<file path="src/rtl/param_extend_pipe.sv">
// param_extend_pipe
//
// Pipelined width extender for the ALU operand path. It widens an IN_W-bit
// operand to OUT_W bits with one of four fill modes, selected per operand.
// The extension is computed when the operand is accepted, and the widened
// value is stored. A main register and a skid register decouple the input
// and output handshakes, so there is no combinational path from input to
// output.
//
// Parameters:
//   IN_W   operand width, 1 <= IN_W <= OUT_W
//   OUT_W  result width
//   CNT_W  width of the completed-transfer counter (wraps)
//
// Ports:
//   clk         rising-edge clock
//   reset       synchronous, active-high reset
//   in_valid    in_data/in_mode are valid this cycle
//   in_ready    block can accept this cycle (registered)
//   in_data     operand to extend
//   in_mode     00 zero-ext, 01 sign-ext, 10 ones-fill, 11 upper-place
//   out_valid   out_data is valid
//   out_ready   consumer accepts this cycle
//   out_data    extended result; holds while stalled and after draining
//   xfer_count  number of completed output transfers
module param_extend_pipe #(
    parameter int IN_W  = 8,
    parameter int OUT_W = 32,
    parameter int CNT_W = 16
) (
    input  logic             clk,
    input  logic             reset,
    input  logic             in_valid,
    output logic             in_ready,
    input  logic [IN_W-1:0]  in_data,
    input  logic [1:0]       in_mode,
    output logic             out_valid,
    input  logic             out_ready,
    output logic [OUT_W-1:0] out_data,
    output logic [CNT_W-1:0] xfer_count
);

    localparam int PAD_W = OUT_W - IN_W;

    // An operand wider than the result, or a zero-width operand, cannot be
    // extended meaningfully. Stop elaboration rather than build bad hardware.
    generate
        if (IN_W < 1 || IN_W > OUT_W) begin : g_bad_width
            $error("param_extend_pipe: IN_W must satisfy 1 <= IN_W <= OUT_W");
        end
    endgenerate

    // The mask covers the upper PAD_W bits. It is all-zero when IN_W == OUT_W,
    // so every mode collapses to a pass-through with no special-casing.
    localparam logic [OUT_W-1:0] FILL_MASK = ~OUT_W'({IN_W{1'b1}});

    logic [OUT_W-1:0] zext;
    logic [OUT_W-1:0] ext_value;

    logic             main_valid_q, main_valid_d;
    logic [OUT_W-1:0] main_data_q,  main_data_d;
    logic             skid_valid_q, skid_valid_d;
    logic [OUT_W-1:0] skid_data_q,  skid_data_d;
    logic             in_ready_q,   in_ready_d;
    logic [CNT_W-1:0] count_q,      count_d;

    logic accept;
    logic drain;

    assign accept = in_valid && in_ready_q;
    assign drain  = main_valid_q && out_ready;

    // Form the widened operand from the current input and fill mode.
    // Upper placement shifts the zero-extended operand into the top bits.
    always_comb begin
        zext      = OUT_W'(in_data);
        ext_value = zext;
        unique case (in_mode)
            2'b00: ext_value = zext;
            2'b01: ext_value = in_data[IN_W-1] ? (zext | FILL_MASK) : zext;
            2'b10: ext_value = zext | FILL_MASK;
            2'b11: ext_value = zext << PAD_W;
            default: ext_value = zext;
        endcase
    end

    // Two-entry buffer update. Main always holds the oldest entry, and the
    // skid only fills when main is stalled. This keeps the entries strictly
    // in FIFO order. in_ready is derived from the next skid state, so it
    // drops the cycle after the skid fills and rises the cycle after the skid
    // moves into main.
    always_comb begin
        main_valid_d = main_valid_q;
        main_data_d  = main_data_q;
        skid_valid_d = skid_valid_q;
        skid_data_d  = skid_data_q;
        count_d      = count_q;

        if (drain) begin
            count_d = count_q + CNT_W'(1);
            if (skid_valid_q) begin
                main_data_d  = skid_data_q;
                skid_valid_d = 1'b0;
            end else if (accept) begin
                main_data_d  = ext_value;
            end else begin
                main_valid_d = 1'b0;
            end
        end else if (!main_valid_q) begin
            if (accept) begin
                main_valid_d = 1'b1;
                main_data_d  = ext_value;
            end
        end else if (accept) begin
            skid_valid_d = 1'b1;
            skid_data_d  = ext_value;
        end

        in_ready_d = !skid_valid_d;
    end

    // State registers with synchronous reset. A reset empties both entries
    // and ignores any operand offered in the same cycle.
    always_ff @(posedge clk) begin
        if (reset) begin
            main_valid_q <= 1'b0;
            main_data_q  <= '0;
            skid_valid_q <= 1'b0;
            skid_data_q  <= '0;
            in_ready_q   <= 1'b1;
            count_q      <= '0;
        end else begin
            main_valid_q <= main_valid_d;
            main_data_q  <= main_data_d;
            skid_valid_q <= skid_valid_d;
            skid_data_q  <= skid_data_d;
            in_ready_q   <= in_ready_d;
            count_q      <= count_d;
        end
    end

    assign in_ready   = in_ready_q;
    assign out_valid  = main_valid_q;
    assign out_data   = main_data_q;
    assign xfer_count = count_q;

endmodule
</file>
<file path="config.mk">
export PLATFORM = sky130hd
export DESIGN_NAME = param_extend_pipe
export DESIGN_NICKNAME = d
export VERILOG_FILES = /design/src/rtl/param_extend_pipe.sv
export SDC_FILE = /design/constraint.sdc
export NUM_CORES = 1
export LEC_CHECK = 0
export CAP_MARGIN = 10
export CORE_MARGIN = 1
export CORE_UTILIZATION = 45
export DETAILED_ROUTE_END_ITERATION = 8
export PLACE_DENSITY = 0.75
export SYNTH_ARGS = -nofsm -noshare
export SYNTH_HDL_FRONTEND = slang
export SYNTH_SLANG_ARGS = --single-unit
</file>
<file path="constraint.sdc">
create_clock -name clk -period 1.68 [get_ports clk]
set_input_delay 0.252 -clock clk [delete_from_list [all_inputs] [get_ports clk]]
set_output_delay 0.252 -clock clk [all_outputs]
set_load 0.005 [all_outputs]
</file>
==> results of run 1 <==
[per-layer routing]
metal	vias up	track usage (%)
met1	1312	31.9
met2	90	37.0
met4	0	11.6
li1	1403	-
met3	14	5.00
met5	-	0
[cells in the final DEF (no fill, tap or decap), drive strengths merged, types with 2 or more instances in the layout]
cell type	count
nand2	58
and2	3
clkinv	2
clkbuf	10
buf	36
inv	4
dfxtp	68
nand4	6
nor3	4
nand3	18
o21a	7
o21ai	22
or3	12
mux2i	8
xor2	4
a22o	8
a221oi	7
nor4	2
bufinv	3
and3	2
and4	2
a21oi	55
a21o	3
xnor2	6
nor2b	2
clkdlybuf4s50	60
nor2	15
[area by class of cell]
class / count / area [um^2]
clock buffers: 10 / 138
well taps: 75 / 93.8
flip-flops and latches: 68 / 1370
multi-input cells: 252 / 1430
inverters: 4 / 15.0
clock inverters: 6 / 111
fillers: 506 / 1930
repair buffers: 98 / 946
[worst max-delay path by stage]
stage	to	slack (ps)	depth (start not counted)
final	xfer_count[9]	60	1
after floorplan	out_data[14]$_SDFFE_PP0P_	30	6
after global placement	xfer_count[15]$_SDFFE_PP0P_	-370	5
after CTS	xfer_count[14]$_SDFFE_PP0P_	-7	6
after detailed placement	xfer_count[15]$_SDFFE_PP0P_	-400	5
after global routing	xfer_count[12]$_SDFFE_PP0P_	-30	6
[Yosys cell counts, types with 7 or more instances]
cell | n | share of area [%]
a22o_1 | 8 | 2.4
nand3_1 | 18 | 3.1
mux2i_1 | 8 | 2.8
clkbuf_1 | 24 | 3.1
a21oi_1 | 55 | 9.6
or3_1 | 12 | 2.6
o21ai_0 | 21 | 3.7
dfxtp_1 | 68 | 47
o21a_1 | 7 | 1.8
a221oi_1 | 7 | 2.1
nor2_1 | 15 | 2.0
nand2_1 | 58 | 7.6
[logic make-up (layout without fill, tap and decap cells)]
logic type                 after synthesis  in the layout  share of synthesized area [%]
xor gates and xnor gates                10             10                           3.05
buffers and inverters                   30            118                           3.96
and+or+nand+nor                        127            127                           20.6
adders and majority gates                1              1                          0.435
AOI/OAI and AO/OA                      105            105                           21.4
muxes                                    9              9                           3.18
DFF                                     68             68                           47.4
[timing repair]
action,in CTS,in global routing
buffers inserted,2,0
resized for setup,6,6
endpoints found under the setup margin,4,15
cloned,0,0
pin swaps,0,1
[power by group through the flow]
stage | combinational (W) | clock (W) | sequential, W
global placement | 0.000499 | 0 | 0.00176
global route | 0.000570 | 0.00176 | 0.00174
floorplan | 0.000235 | 0 | 0.00177
detailed placement | 0.000507 | 0 | 0.00177
finish | 0.000525 | 0.00166 | 0.00173
CTS | 0.000521 | 0.00167 | 0.00173
[registers in the layout, summed over array words and instances (netlist names)]
signal        flops
in_ready          1
out_data         32
out_valid         1
skid_data_q      17
skid_valid_q      1
xfer_count       16
[through the flow]
step | TNS [ps] | setup WS (ps) | hold slack, ps
6_report | 0 | 60.9 | 294
4_1_cts | -7.40 | -7.40 | 283
2_1_floorplan | 0 | 32.2 | 376
3_5_place_dp | -11000 | -405 | 442
5_1_grt | -65.9 | -30.8 | 293
3_3_place_gp | -10820 | -367 | 436
==> impl_metrics.py, run 1 <==
metrics = {
    "run_status": {
        "status": "complete, no violations",
    },
    "logic_synthesis": {
        "synth_area_um2": 2870,
        "synthDistinctLibCells": 34,
        "syn_area_per_cell_um2": 8.21,
        "ys_seq_area_share_pct": 47.4,
        "syn_nets": 365,
        "ys_warn_count": 0,
        "synth_edf_count": 0,
        "synth_cells": 350,
        "async_flop_share_pct": 0,
        "ys_ff_latch": 68,
        "synth_flop_cell": "dfxtp_1",
    },
    "timing": {
        "period_share_pct": 96.4,
        "hold_viol": 0,
        "finClkSkew_ps": 6.24,
        "worstMarginPinSlew_ps": 426,
        "relSlewSlack_pct": 71.5,
        "min_period_ps": 1620,
        "finalSetupViolations": 0,
        "drv_slew": 0,
        "max_freq_ghz": 0.618,
    },
    "detailed_routing": {
        "ant_nets": 0,
        "met3WireLength_um": 397,
        "drtIter0Drc": 229,
        "wl_um": 7610,
        "dr.pass1.iters": 4,
        "top_layer": "met4",
        "wl_met1_um": 3480,
        "wl_per_cell_um": 14.8,
        "vias": 2819,
        "wl_met2_um": 3610,
        "drc_errors": 0,
        "vias_per_cell": 5.50,
    },
    "setup_path": {
        "worstPathBufferInverterCount": 1,
        "rrSetupSlack_ps": 70,
        "r2r_cells": 4,
        "worstReg2RegStart": "xfer_count[1]$_SDFFE_PP0P_",
        "worstPathCellList": "clkdlybuf4s50_1",
        "startpoint_type": "register",
        "startpoint": "xfer_count[9]$_SDFFE_PP0P_",
        "critPathTopFamily": "buffers and inverters",
        "slowest_delay_ps": 560,
        "path_class": "reg2out",
        "crit_slowest_cell": "clkdlybuf4s50_1",
        "crit_required_ps": 1430,
        "cp_data_arrival_time_ps": 1370,
        "crit_fanout": 7,
        "r2r-end": "xfer_count[15]$_SDFFE_PP0P_",
        "endpoint_kind": "output port",
    },
    "cells_and_area": {
        "final_util_pct": 68.0,
        "instances_no_fill": 513,
        "syn2layout_area_growth_pct": 42.6,
        "antenna_cells": 0,
        "nNetsFinal": 448,
        "layout-drive-gt1-share_pct": 14.6,
        "final_area_um2": 4100,
    },
    "floorplan": {
        "ioPinCount": 64,
        "die-width_um": 81.9,
        "dieHeight_um": 81.9,
        "row_count": 28,
        "die_area_um2": 6710,
        "core_um2": 6030,
        "start_util_pct": 47.7,
    },
    "power_and_ir_drop": {
        "seqPwrFrac_pct": 44.2,
        "internal_power_w": 0.00299,
        "p_leak_nw": 1.50,
        "swShare_pct": 23.7,
        "p_sw_w": 0.000926,
        "combPwrFrac_pct": 13.4,
        "power-per-cell-area_nw_per_um2": 955,
        "finalPower_w": 0.00391,
        "ir_drop_v": 0.000682,
        "pwr-share-clk_pct": 42.4,
    },
    "clock_tree": {
        "cts_tree": "yes",
        "cts_buffer_depth": 2,
        "htreeDepth": 3,
        "cts-root-buf": "clkbuf_8",
        "cts_buffers": 9,
        "clk_pin_slew_worst_paths_ps": 80,
        "clk_latency_ps": 340,
        "clock_sinks": 68,
        "cts_hold_buf": 0,
    },
    "grt": {
        "grt_use_total_pct": 24.1,
        "grt_pass1_wl_um": 12200,
        "grt_overflow": 0,
        "grt_pass1_vias": 2620,
        "grt_max_degree": 33,
        "antenna_found_initial": 0,
    },
    "worst_hold_path": {
        "holdPathStages": 2,
        "hp-start": "reset",
        "hold-path-endpoint": "out_data[17]$_SDFFE_PP0P_",
        "hold_path.class": "in2reg",
    },
    "placement": {
        "post-place-cells": 495,
        "dp_hpwl_um": 5000,
        "placed_cell_area_um2": 3790,
        "placement.io_buffers": 63,
        "place.gp.congestion": 0.833,
    },
    "run": {
        "max_cap_violations": 0,
    },
}
(Power assumes the default switching activity.)
==> inputs of run 2 (changes only) <==
- CTS_BUF_LIST: unset -> sky130_fd_sc_hd__clkbuf_16
- SETUP_SLACK_MARGIN: unset -> 0.1
- SLEW_MARGIN: unset -> 5
==> run 2 against run 1 <==
Compared with the run above:
- hold slack improved by 18 ps
- combinational power is 2% higher
- flip-flop and latch count stayed put
- non-clock buffer count increased by 4
- count of clock-buffer cells in the layout is 1 lower
- register-to-register slack better by 70 ps
- core utilization up 2.2 points
- highest routed layer unchanged
- die area did not move
- sequential share of layout area decreased by 0.70 points
- critical endpoint is now xfer_count[2]
- global-route usage up 0.39 points
==> impl_metrics.py, run 2 (synthesis gave the netlist of run 1 again) <==
metrics = {
    "timing": {
        "rsz0062_at_grt": "yes",
        "hold_viol": 0,
        "finalSetupViolations": 0,
        "min_period_ps": 1540,
        "relSlewSlack_pct": 71.7,
        "worstMarginPinSlew_ps": 424,
        "drv_slew": 0,
        "max_freq_ghz": 0.648,
        "period_share_pct": 91.9,
        "finClkSkew_ps": 6.57,
    },
    "floorplan": {
        "row_count": 28,
        "die_area_um2": 6710,
        "core_um2": 6030,
        "dieHeight_um": 81.9,
        "ioPinCount": 64,
        "start_util_pct": 47.7,
        "die-width_um": 81.9,
    },
    "detailed_routing": {
        "vias_per_cell": 5.43,
        "ant_nets": 0,
        "wl_per_cell_um": 15.0,
        "vias": 2809,
        "dr.pass1.iters": 4,
        "drc_errors": 0,
        "wl_um": 7760,
        "drtIter0Drc": 201,
    },
    "clock_tree": {
        "cts_buffers": 9,
        "htreeDepth": 3,
        "cts_hold_buf": 0,
        "cts_buffer_depth": 2,
        "cts-root-buf": "clkbuf_16",
        "cts_tree": "yes",
        "clk_latency_ps": 330,
        "clock_sinks": 68,
        "clk_pin_slew_worst_paths_ps": 60,
    },
    "power_and_ir_drop": {
        "power-per-cell-area_nw_per_um2": 1040,
        "ir_drop_v": 0.000673,
        "finalPower_w": 0.00441,
        "p_leak_nw": 1.56,
    },
    "run_status": {
        "status": "complete, no violations",
    },
    "grt": {
        "grt_overflow": 0,
        "grt_pass1_vias": 2593,
        "grt_use_total_pct": 24.5,
        "antenna_found_initial": 0,
        "grt_max_degree": 21,
        "grt_pass1_wl_um": 12300,
    },
    "setup_path": {
        "r2r_cells": 4,
        "crit_required_ps": 1430,
        "startpoint_type": "register",
        "crit_fanout": 4,
        "path_class": "reg2out",
        "cp_data_arrival_time_ps": 1290,
        "endpoint_kind": "output port",
    },
    "placement": {
        "placement.io_buffers": 63,
        "placed_cell_area_um2": 3840,
        "post-place-cells": 500,
        "dp_hpwl_um": 5190,
        "place.gp.congestion": 0.855,
    },
    "cells_and_area": {
        "nNetsFinal": 452,
        "largest_register_ff_count": 32,
        "regArea_um2": 1380,
        "instances_no_fill": 517,
        "multi_input_area_um2": 1430,
        "syn2layout_area_growth_pct": 47.2,
        "antenna_cells": 0,
        "layout-drive-gt1-share_pct": 16.7,
        "layout_commonest_cell": "clkdlybuf4s50_1",
        "fillers": 476,
        "final_area_um2": 4230,
        "final_cell_mix": "60 x clkdlybuf4s50_1, 58 x nand2_1, 56 x dfxtp_1",
    },
    "worst_hold_path": {
        "holdPathStages": 2,
        "hold_path.class": "in2reg",
    },
    "run": {
        "max_cap_violations": 0,
    },
}
==> run 2: cell types whose count changed in the layout (fill, tap and decap cells not counted), sizes merged <==
cell | previous run | this run
dlygate4sd2 | 1 | 2
clkbuf | 10 | 9
buf | 36 | 40
dlymetal6s2s | 1 | 0
inv | 4 | 5
==> run 2: layout make-up <==
| type | instances | area share, % |
|---|---|---|
| Clock inverter | 7 | 2.69 |
| Sequential cell | 68 | 32.7 |
| Clock buffer | 9 | 5.33 |
| Multi-Input combinational cell | 252 | 33.7 |
| Tap cell | 75 | 2.22 |
| Inverter | 4 | 0.355 |
| Timing Repair Buffer | 102 | 23.0 |
==> run 2: routing by layer <==
| layer | up-vias | global-route usage, % | part of all wire [%] |
|---|---|---|---|
| li1 | 1409 | - | - |
| met1 | 1316 | 31.2 | 46 |
| met2 | 71 | 38.6 | 48 |
| met3 | 13 | 4.89 | 4.2 |
| met4 | 0 | 13.2 | 1.8 |
| met5 | - | 0 | 0 |
==> run 2: metrics by stage <==
step	setup WS [ps]	utilization, %	hold slack, ps	TNS (ps)
after floorplan	99.5	-	376	0
after global placement	-365	63.7	436	-13860
after detailed placement	-433	63.7	442	-18440
after CTS	116	69.8	304	0
after global routing	43.8	70.2	347	0
final	136	70.2	312	0
==> run 2: critical path, cell delays in order (launching register included) <==
cell             delay [ps]
dfxtp_2                 340
buf_4                   130
clkdlybuf4s50_1         490
==> run 2: power by group <==
group | switching (W) | leakage (nW) | internal [W]
Sequential | 0.0000487 | 0.560 | 0.00168
Combinational | 0.000249 | 0.832 | 0.000284
Clock | 0.000701 | 0.166 | 0.00144
Total | 0.000998 | 1.56 | 0.00341
==> run 2: repair_timing <==
item | in CTS | in global routing
pin swaps | 1 | 2
buffers inserted | 0 | 1
gates cloned | 0 | 0
endpoints found under the setup margin | 48 | 7
resized for setup | 12 | 7
==> run 2: path summary, 6_finish.rpt <==
check	start	to	slack (ps)
worst min-delay path	reset	xfer_count[7]$_SDFFE_PP0P_	310
worst max-delay path	xfer_count[2]$_SDFFE_PP0P_	xfer_count[2]	140
worst min register to register	skid_data_q[4]$_SDFFE_PP0P_	skid_data_q[4]$_SDFFE_PP0P_	450
worst max register to register	xfer_count[4]$_SDFFE_PP0P_	xfer_count[13]$_SDFFE_PP0P_	140
==> inputs of run 3 (changes only) <==
- CORE_UTILIZATION: 45 -> 52
- CTS_BUF_LIST: sky130_fd_sc_hd__clkbuf_16 -> sky130_fd_sc_hd__clkbuf_4 sky130_fd_sc_hd__clkbuf_8
- PLACE_DENSITY: 0.75 -> 0.82
- clock period: 1.68 -> 1.57 ns (I/O delays scaled with it)
==> run 3 against run 2 <==
Compared with the run above:
- the flow now finishes with violations (setup timing)
- worst setup slack lost 160 ps
- cell count grew 1.2%
- register-to-register slack lost 160 ps
- combinational power is 25% higher
- largest power group is now sequential cells
==> impl_metrics.py, run 3 (synthesis gave the netlist of run 1 again) <==
metrics = {
    "placement": {
        "placement.io_buffers": 63,
        "place.gp.congestion": 0.874,
        "dp_hpwl_um": 5200,
        "post-place-cells": 494,
        "placed_cell_area_um2": 3850,
        "dpl_worst_slack_ps": -461,
    },
    "grt": {
        "busiest_layer": "met2",
        "use_met3_pct": 6.71,
        "met2_usage_pct": 48.3,
        "grt_max_degree": 27,
        "antenna_found_initial": 0,
        "grt_pass1_vias": 2818,
        "grt_use_met1_pct": 35.8,
        "grt_use_total_pct": 29.7,
        "grt_pass1_wl_um": 13700,
        "grt_overflow": 0,
    },
    "detailed_routing": {
        "wl_um": 9230,
        "drc_errors": 0,
        "vias": 3084,
        "wl_per_cell_um": 17.6,
        "ant_nets": 0,
        "vias_per_cell": 5.90,
        "drtIter0Drc": 337,
        "dr.pass1.iters": 7,
    },
    "power_and_ir_drop": {
        "finalPower_w": 0.00401,
        "power-per-cell-area_nw_per_um2": 903,
        "p_leak_nw": 1.75,
        "ir_drop_v": 0.000676,
    },
    "setup_path": {
        "rrSetupSlack_ps": -30,
        "crit_slowest_cell": "dfxtp_2",
        "startpoint_type": "register",
        "critPathTopFamily": "simple AND/OR/NAND/NOR gates",
        "worstPathCellList": "buf_6 > ha_4 > nand4_1 > buf_4 > nor4_4 > xnor2_1 > nor2_1",
        "slowest_delay_ps": 360,
        "cp_data_arrival_time_ps": 1830,
        "worstPathBufferInverterCount": 2,
        "crit_fanout": 3,
        "crit_required_ps": 1800,
        "endpoint_kind": "register",
        "path_class": "reg2reg",
    },
    "timing": {
        "worstMarginPinSlew_ps": 401,
        "max_freq_ghz": 0.626,
        "drv_slew": 0,
        "finalSetupViolations": 2,
        "period_share_pct": 102,
        "relSlewSlack_pct": 73.2,
        "finClkSkew_ps": 7.45,
        "rsz0062_at_grt": "yes",
        "hold_viol": 0,
        "layout_setup_ws_ps": -28.0,
        "min_period_ps": 1600,
    },
    "worst_hold_path": {
        "hold_path.class": "in2reg",
    },
    "run": {
        "max_cap_violations": 0,
    },
    "floorplan": {
        "start_util_pct": 55.2,
        "core_um2": 5200,
        "row_count": 26,
        "ioPinCount": 64,
        "die-width_um": 76.3,
        "dieHeight_um": 76.3,
        "die_area_um2": 5830,
    },
    "run_status": {
        "violations": "setup timing",
        "status": "finished, violations left",
    },
    "cells_and_area": {
        "layout-drive-gt1-share_pct": 29.8,
        "final_util_pct": 85.2,
        "fillers": 268,
        "nNetsFinal": 463,
        "instances_no_fill": 523,
        "syn2layout_area_growth_pct": 54.4,
        "final_cell_mix": "55 x nand2_1, 45 x clkdlybuf4s50_1, 38 x dfxtp_1",
        "layout_commonest_cell": "nand2_1",
        "multi_input_area_um2": 1600,
        "largest_register_ff_count": 32,
        "antenna_cells": 0,
        "final_area_um2": 4440,
        "regArea_um2": 1410,
    },
    "clock_tree": {
        "clk_latency_ps": 350,
        "cts_buffer_depth": 2,
        "cts_hold_buf": 0,
        "cts_buffers": 9,
        "cts_tree": "yes",
        "cts-root-buf": "clkbuf_8",
        "clock_sinks": 68,
        "clk_pin_slew_worst_paths_ps": 70,
        "htreeDepth": 3,
    },
}
==> run 3: cell count changes in the layout (fill, tap and decap cells not counted), moves of 4 or more <==
cell / before / now
a21oi_1: 55 / 37
a21oi_2: 0 / 15
buf_6: 2 / 7
clkbuf_16: 9 / 0
clkbuf_8: 0 / 14
clkdlybuf4s50_1: 60 / 45
dfxtp_1: 56 / 38
dfxtp_2: 10 / 25
dlygate4sd2_1: 2 / 13
dlymetal6s2s_1: 0 / 4
==> run 3: routing by layer <==
metal,wire length [um],part of all wire (%),vias to the layer above
met2,4670,51,159
met3,500,5.4,34
met1,3790,41,1459
li1,-,-,1432
met5,0,0,-
met4,265,2.9,0
==> run 3: repair_timing <==
| item | in CTS | in global routing |
|---|---|---|
| gates resized for setup | 46 | 50 |
| setup endpoints to repair | 67 | 50 |
| gates cloned | 1 | 0 |
| setup buffers | 8 | 4 |
| pin swaps | 4 | 10 |
==> run 3: through the flow <==
step / setup TNS (ps) / hold slack, ps
after detailed placement: -17450 / 442
final: -52.9 / 246
after global routing: -217 / 254
after global placement: -15360 / 436
after floorplan: -31.5 / 360
after CTS: 0 / 250
==> run 3: worst paths after layout <==
path                           startpoint                      endpoint  cells after the start
max            xfer_count[0]$_SDFFE_PP0P_   xfer_count[12]$_SDFFE_PP0P_                      7
min                                 reset   xfer_count[12]$_SDFFE_PP0P_                      2
max reg2reg    xfer_count[0]$_SDFFE_PP0P_   xfer_count[12]$_SDFFE_PP0P_                      7
min reg2reg  skid_data_q[28]$_SDFFE_PP0P_  skid_data_q[28]$_SDFFE_PP0P_                      2
==> run 3: worst reg2reg max path: cells and delay by family (launching register included) <==
kind / cells / cell delay [ps]
AND/OR/NAND/NOR: 3 / 510
flip-flops: 1 / 360
buffers and inverters: 2 / 310
XOR/XNOR: 1 / 160
adder cells (fa/ha/maj): 1 / 140
==> run 3: area by class of cell <==
class	instances	area share, %
sequential	68	31.8
timing repair buffer	113	25.0
inverter	4	0.423
clock buffer	16	4.68
tap	70	1.97
multi-input combinational	252	36.1
==> run 3: where the power goes <==
part	internal (W)	leakage (nW)	switching (W)
sequential	0.00180	0.568	0.0000559
clock	0.000828	0.110	0.000657
combinational	0.000346	1.07	0.000320
